$ cat config.mk
export PLATFORM = sky130hd
export DESIGN_NAME = rv32i_memarb
export DESIGN_NICKNAME = d
export VERILOG_FILES = /design/src/rtl/rv32i_pkg.sv /design/src/rtl/rv32i_memarb.sv
export SDC_FILE = /design/constraint.sdc
export NUM_CORES = 1
export LEC_CHECK = 0
export CORE_AREA = 3 3 101 103
export DETAILED_ROUTE_END_ITERATION = 7
export DIE_AREA = 0 0 104 106
export PLACE_DENSITY = 0.78
export SYNTH_ARGS = -nofsm -noshare
export SYNTH_HDL_FRONTEND = slang
export SYNTH_SLANG_ARGS = --single-unit
$ cat constraint.sdc
create_clock -name clk_i -period 3 [get_ports clk_i]
set_clock_uncertainty 0.1 [all_clocks]
set_input_delay 0.6 -clock clk_i [delete_from_list [all_inputs] [get_ports clk_i]]
set_output_delay 0.6 -clock clk_i [all_outputs]
set_load 0.05 [all_outputs]
$ cat src/rtl/rv32i_pkg.sv
`default_nettype none
// ============================================================================
//  Module      : rv32i_pkg
//  Description : Shared types and constants for the rv32i memory sequencer:
//                sequencer state encoding, the LOAD major opcode and the NOP
//                instruction word that the instruction register resets to.
//  Revision    : 1.0 - initial release
// ============================================================================
package rv32i_pkg;

  typedef enum logic [2:0] {
    ST_FETCH  = 3'd0,
    ST_DEC    = 3'd1,
    ST_EXEC   = 3'd2,
    ST_LOAD   = 3'd3,
    ST_COMMIT = 3'd4,
    ST_EXT    = 3'd5,
    ST_EXT_RD = 3'd6
  } state_t;

  localparam logic [6:0]  OPC_LOAD  = 7'b0000011;
  localparam logic [31:0] INSTR_NOP = 32'h0000_0013;

endpackage
`default_nettype wire

$ cat src/rtl/rv32i_memarb.sv
`default_nettype none
// ============================================================================
//  Module      : rv32i_memarb
//  Description : Multi-cycle sequencer letting a single-cycle rv32i core run
//                from one synchronous single-port RAM. Fetches into a held
//                instruction register, issues the data access, and pulses
//                core_step_o to commit the core's PC / register-file update.
//                Optional external-master arbitration at instruction
//                boundaries is compiled in with RV32I_MEMARB_EXT_EN.
//  Ports       : clk_i / rst_i (async, active-high)
//                core_*   : core fetch/data request, IR and load data back
//                ram_*    : synchronous single-port RAM (1-cycle read latency)
//                ext_*    : external master (RV32I_MEMARB_EXT_EN only)
//  Revision    : 1.0 - initial release
// ============================================================================
module rv32i_memarb
  import rv32i_pkg::*;
#(
  parameter int MEM_AW = 12
) (
  input  logic              clk_i,
  input  logic              rst_i,
  input  logic [31:0]       core_instr_addr_i,
  output logic [31:0]       core_instr_o,
  input  logic [31:0]       core_mem_addr_i,
  input  logic [31:0]       core_mem_dout_i,
  input  logic              core_mem_we_i,
  input  logic [3:0]        core_mem_be_i,
  output logic [31:0]       core_mem_din_o,
  output logic              core_step_o,
  output logic [MEM_AW-1:0] ram_addr_o,
  output logic [31:0]       ram_din_o,
  output logic              ram_we_o,
  output logic [3:0]        ram_be_o,
  input  logic [31:0]       ram_dout_i
`ifdef RV32I_MEMARB_EXT_EN
  ,
  input  logic              ext_req_i,
  input  logic [31:0]       ext_addr_i,
  input  logic [31:0]       ext_wdata_i,
  input  logic              ext_we_i,
  input  logic [3:0]        ext_be_i,
  output logic              ext_gnt_o,
  output logic [31:0]       ext_rdata_o,
  output logic              ext_rvalid_o
`endif
);

  state_t      r_state;
  state_t      w_next;
  logic [31:0] r_ir;
  logic [31:0] r_ldbuf;
  logic        w_ir_is_load;

  // Only word-address bits reach the RAM; the rest are intentionally dropped
  // (byte offset ignored, upper bits wrap).
  logic        w_unused_addr_bits;
`ifdef RV32I_MEMARB_EXT_EN
  assign w_unused_addr_bits = ^{core_instr_addr_i, core_mem_addr_i, ext_addr_i};
`else
  assign w_unused_addr_bits = ^{core_instr_addr_i, core_mem_addr_i};
`endif

  assign w_ir_is_load   = (r_ir[6:0] == OPC_LOAD);
  assign core_instr_o   = r_ir;
  assign core_mem_din_o = r_ldbuf;

  always_ff @(posedge clk_i or posedge rst_i) begin
    if (rst_i) begin
      r_state <= ST_FETCH;
      r_ir    <= INSTR_NOP;
      r_ldbuf <= '0;
    end else begin
      r_state <= w_next;
      if (r_state == ST_DEC) begin
        r_ir <= ram_dout_i;
      end
      if (r_state == ST_LOAD) begin
        r_ldbuf <= ram_dout_i;
      end
    end
  end

`ifdef RV32I_MEMARB_EXT_EN
  // Set once the external master has been served; cleared by the next core
  // commit so the core always retires one instruction between grants.
  logic r_ext_done;

  always_ff @(posedge clk_i or posedge rst_i) begin
    if (rst_i) begin
      r_ext_done <= 1'b0;
    end else if (r_state == ST_EXT) begin
      r_ext_done <= 1'b1;
    end else if (core_step_o) begin
      r_ext_done <= 1'b0;
    end
  end
`endif

  always_comb begin
    w_next       = r_state;
    ram_addr_o   = core_instr_addr_i[MEM_AW+1:2];
    ram_din_o    = core_mem_dout_i;
    ram_be_o     = core_mem_be_i;
    ram_we_o     = 1'b0;
    core_step_o  = 1'b0;
`ifdef RV32I_MEMARB_EXT_EN
    ext_gnt_o    = 1'b0;
    ext_rdata_o  = '0;
    ext_rvalid_o = 1'b0;
`endif
    case (r_state)
      ST_FETCH: begin
        w_next = ST_DEC;
`ifdef RV32I_MEMARB_EXT_EN
        if (ext_req_i && !r_ext_done) begin
          w_next = ST_EXT;
        end
`endif
      end
      ST_DEC: begin
        w_next = ST_EXEC;
      end
      ST_EXEC: begin
        ram_addr_o = core_mem_addr_i[MEM_AW+1:2];
        if (w_ir_is_load) begin
          w_next = ST_LOAD;
        end else begin
          // Stores and everything else commit here; a store writes in the
          // same cycle as the step pulse.
          ram_we_o    = core_mem_we_i;
          core_step_o = 1'b1;
          w_next      = ST_FETCH;
        end
      end
      ST_LOAD: begin
        w_next = ST_COMMIT;
      end
      ST_COMMIT: begin
        core_step_o = 1'b1;
        w_next      = ST_FETCH;
      end
`ifdef RV32I_MEMARB_EXT_EN
      ST_EXT: begin
        ext_gnt_o  = 1'b1;
        ram_addr_o = ext_addr_i[MEM_AW+1:2];
        ram_din_o  = ext_wdata_i;
        ram_be_o   = ext_be_i;
        ram_we_o   = ext_we_i;
        w_next     = ext_we_i ? ST_FETCH : ST_EXT_RD;
      end
      ST_EXT_RD: begin
        ext_rvalid_o = 1'b1;
        ext_rdata_o  = ram_dout_i;
        w_next       = ST_FETCH;
      end
`endif
      default: begin
        w_next = ST_FETCH;
      end
    endcase
  end

endmodule
`default_nettype wire

==> impl_metrics.py <==
metrics = {
    "route": {
        "dr.max_layer_used": "met4",
        "routed_wl_mm": 7.16,
        "m1WireLength_mm": 2.39,
        "firstDrtPassIters": 4,
        "dr_wl_met2_mm": 3.75,
        "num_vias": 1974,
        "dr_wl_met3_um": 917,
        "drt_iter0_markers": 57,
        "drc": 0,
        "drtAntennaViolNets": 0,
        "wl_per_cell_um": 16.2,
        "vias_per_cell": 4.47,
    },
    "grt": {
        "grt_max_degree": 34,
        "grt_pass1_vias": 2208,
        "grt_use_total": 0.133,
        "antenna_found_initial": 0,
        "grt_pass1_wl_mm": 11.6,
        "gr-total-overflow": 0,
    },
    "layout": {
        "area.growth.synth_to_final_pct": 48.8,
        "postLayoutCoreUtil": 0.477,
        "fin_area_mm2": 0.00443,
        "fin_nets": 443,
        "n_antenna_cell": 0,
        "fin_cells": 442,
        "layout-drive-gt1-share": 0.364,
    },
    "sta": {
        "fmax_ghz": 0.360,
        "worst_slew_pin_slew_ns": 0.534,
        "fin_crit_ns": 2.78,
        "rsz0062_at_grt": "no",
        "tns_ns": 0,
        "finalMaxSlewViolations": 0,
        "whs_ns": 0.405,
        "max_slew_margin": 0.643,
        "finalSetupViolations": 0,
        "fin_crit_sh": 0.926,
        "setup_slack_ns": 0.222,
        "hold_violations": 0,
    },
    "setup_path": {
        "worstSetupStartpointType": "register",
        "arrival_ns": 2.08,
        "crit_required_ns": 2.30,
        "critPathCapture": "ram_addr_o[10]",
        "end_kind": "output pin",
        "reg2reg_slack_ns": 1.28,
        "worst-path-max-fanout": 5,
        "r2r_end": "core_instr_o[17]$_DFFE_PP0N_",
        "crit_path_start": "r_state[1]$_DFF_PP0_",
        "critPathKind": "reg2out",
        "r2r_cells": 3,
        "r2r-start": "r_state[1]$_DFF_PP0_",
    },
    "synthesis": {
        "ys_ff_latch": 67,
        "synthesis.nets": 334,
        "synth.area.top_cells": "dfrtp_1 (54%), mux2_2 (28%), buf_4 (10%)",
        "ys.warnings.count": 0,
        "async_reset_ff_frac": 1.00,
        "synth_most_common_cell": "mux2_2",
        "synth_top_area_cell": "dfrtp_1",
        "synthSimpleGateAreaFrac": 0.0248,
        "synth_compound_gate_area_share": 0.00756,
        "netlist_top_cells_count": "mux2_2 (74), dfrtp_1 (64), buf_4 (40)",
        "synthFlopType": "dfrtp_1",
        "netlist_area_mm2": 0.00298,
        "synth.top_cell.area_share": 0.538,
        "synth_xor_area_frac": 0,
        "synth.avg_cell_area_um2": 15.0,
        "synthCells": 199,
        "synth_cell_types": 16,
        "muxShareOfSynthArea": 0.287,
        "synth_top_family_by_area": "multiplexers",
        "synth_edf_count": 0,
        "synthAdderAreaFrac": 0,
        "synth_seq_area_share": 0.564,
    },
    "flow_run": {
        "maxCapViolations": 0,
    },
    "cts": {
        "cts_tree": "yes",
        "cts-buffers-inserted": 9,
        "clk_latency_ns": 0.34,
        "cts_root_buffer": "clkbuf_8",
        "cts_hold_buf": 0,
        "cts.sinks": 67,
        "clockBufferDepth": 2,
        "cts_setup_buffers": 0,
        "clkTransAtPathRegs_ns": 0.08,
        "cts_htree_levels": 3,
        "cts-resized-gates": 0,
    },
    "placed_design": {
        "place_area_mm2": 0.00417,
        "dp.cells": 426,
        "dpl.hpwl_mm": 5.33,
        "globalplace.congestion": 0.679,
        "dp_slack_ns": 0.320,
        "io_buffers": 136,
    },
    "die": {
        "die_h_um": 106,
        "rows": 35,
        "core_area_mm2": 0.00928,
        "die-area_mm2": 0.0110,
        "ios": 249,
        "start_util": 0.321,
        "fp.dieW_um": 104,
    },
    "power_and_ir_drop": {
        "leakagePower_nw": 1.83,
        "power_density_mw_per_mm2": 1450,
        "ir_worst_vdd_mv": 0.690,
        "power_mw": 6.43,
    },
    "worst_hold_path": {
        "hold_depth": 1,
        "hold_path.class": "reg2reg",
    },
    "outcome": {
        "status": "completed",
    },
}
-- report_power, final --
group	switching, mW	internal (mW)	total (mW)
Sequential	0.261	1.39	1.65
Clock	0.348	0.602	0.950
Combinational	2.38	1.45	3.83
Total	2.99	3.44	6.43
-- sequential cells by signal, indices dropped and copies added (netlist names) --
| name | count |
|---|---|
| core_instr_o | 32 |
| core_mem_din_o | 32 |
| r_state | 3 |
-- logic make-up (layout without fill, tap and decap cells) --
family | Yosys count | after routing
buffers and inverters | 46 | 160
AOI/OAI and AO/OA | 3 | 3
DFF | 67 | 67
and+or+nand+nor | 7 | 7
muxes | 76 | 76
-- critical path: stages, from the launching register on --
cell	delay, ns
dfrtp_1	0.46
nor3b_4	0.24
mux2_2	0.35
clkdlybuf4s50_1	0.70
-- worst min-delay path by stage --
stage / from / endpoint / slack (ns)
after CTS: core_mem_din_o[22]$_DFFE_PP0P_ / core_mem_din_o[22]$_DFFE_PP0P_ / 0.41
after global placement: core_mem_din_o[17]$_DFFE_PP0P_ / core_mem_din_o[17]$_DFFE_PP0P_ / 0.39
after floorplan: r_state[0]$_DFF_PP0_ / r_state[0]$_DFF_PP0_ / 0.42
after detailed placement: core_mem_din_o[27]$_DFFE_PP0P_ / core_mem_din_o[27]$_DFFE_PP0P_ / 0.39
final: core_mem_din_o[7]$_DFFE_PP0P_ / core_mem_din_o[7]$_DFFE_PP0P_ / 0.40
after global routing: core_mem_din_o[8]$_DFFE_PP0P_ / core_mem_din_o[8]$_DFFE_PP0P_ / 0.41
-- cell usage in the layout (no fill, tap or decap) --
| cell | synthesis | final |
|---|---|---|
| clkdlybuf4s50_1 | 0 | 123 |
| mux2_2 | 74 | 74 |
| dfrtp_1 | 64 | 64 |
| buf_4 | 40 | 18 |
| clkbuf_8 | 0 | 11 |
| bufinv_16 | 0 | 3 |
| dfstp_2 | 3 | 3 |
| nor3b_4 | 2 | 2 |
| mux2_1 | 2 | 2 |
| inv_1 | 3 | 2 |
| nand3b_1 | 1 | 1 |
| nor4_1 | 1 | 1 |
| nand4b_1 | 1 | 1 |
| nor3b_1 | 1 | 1 |
| a21o_1 | 1 | 1 |
| a211oi_1 | 1 | 1 |
| o21bai_1 | 1 | 1 |
| and3_1 | 1 | 1 |
| inv_2 | 0 | 1 |
| inv_6 | 0 | 1 |
| clkinv_4 | 0 | 1 |
-- layer usage --
layer / global-route usage / up-vias
met5: 0 / -
met4: 0.0418 / 0
met3: 0.0856 / 17
met2: 0.232 / 100
met1: 0.128 / 983
li1: - / 874
-- final cells by class --
type / count / area [um^2]
fillers: 865 / 4850
flip-flops and latches: 67 / 1680
repair buffers: 141 / 1370
multi-input cells: 86 / 952
well taps: 129 / 161
clock buffers: 11 / 151
clock inverters: 5 / 108
inverters: 3 / 11.3
(Power assumes the default switching activity.)
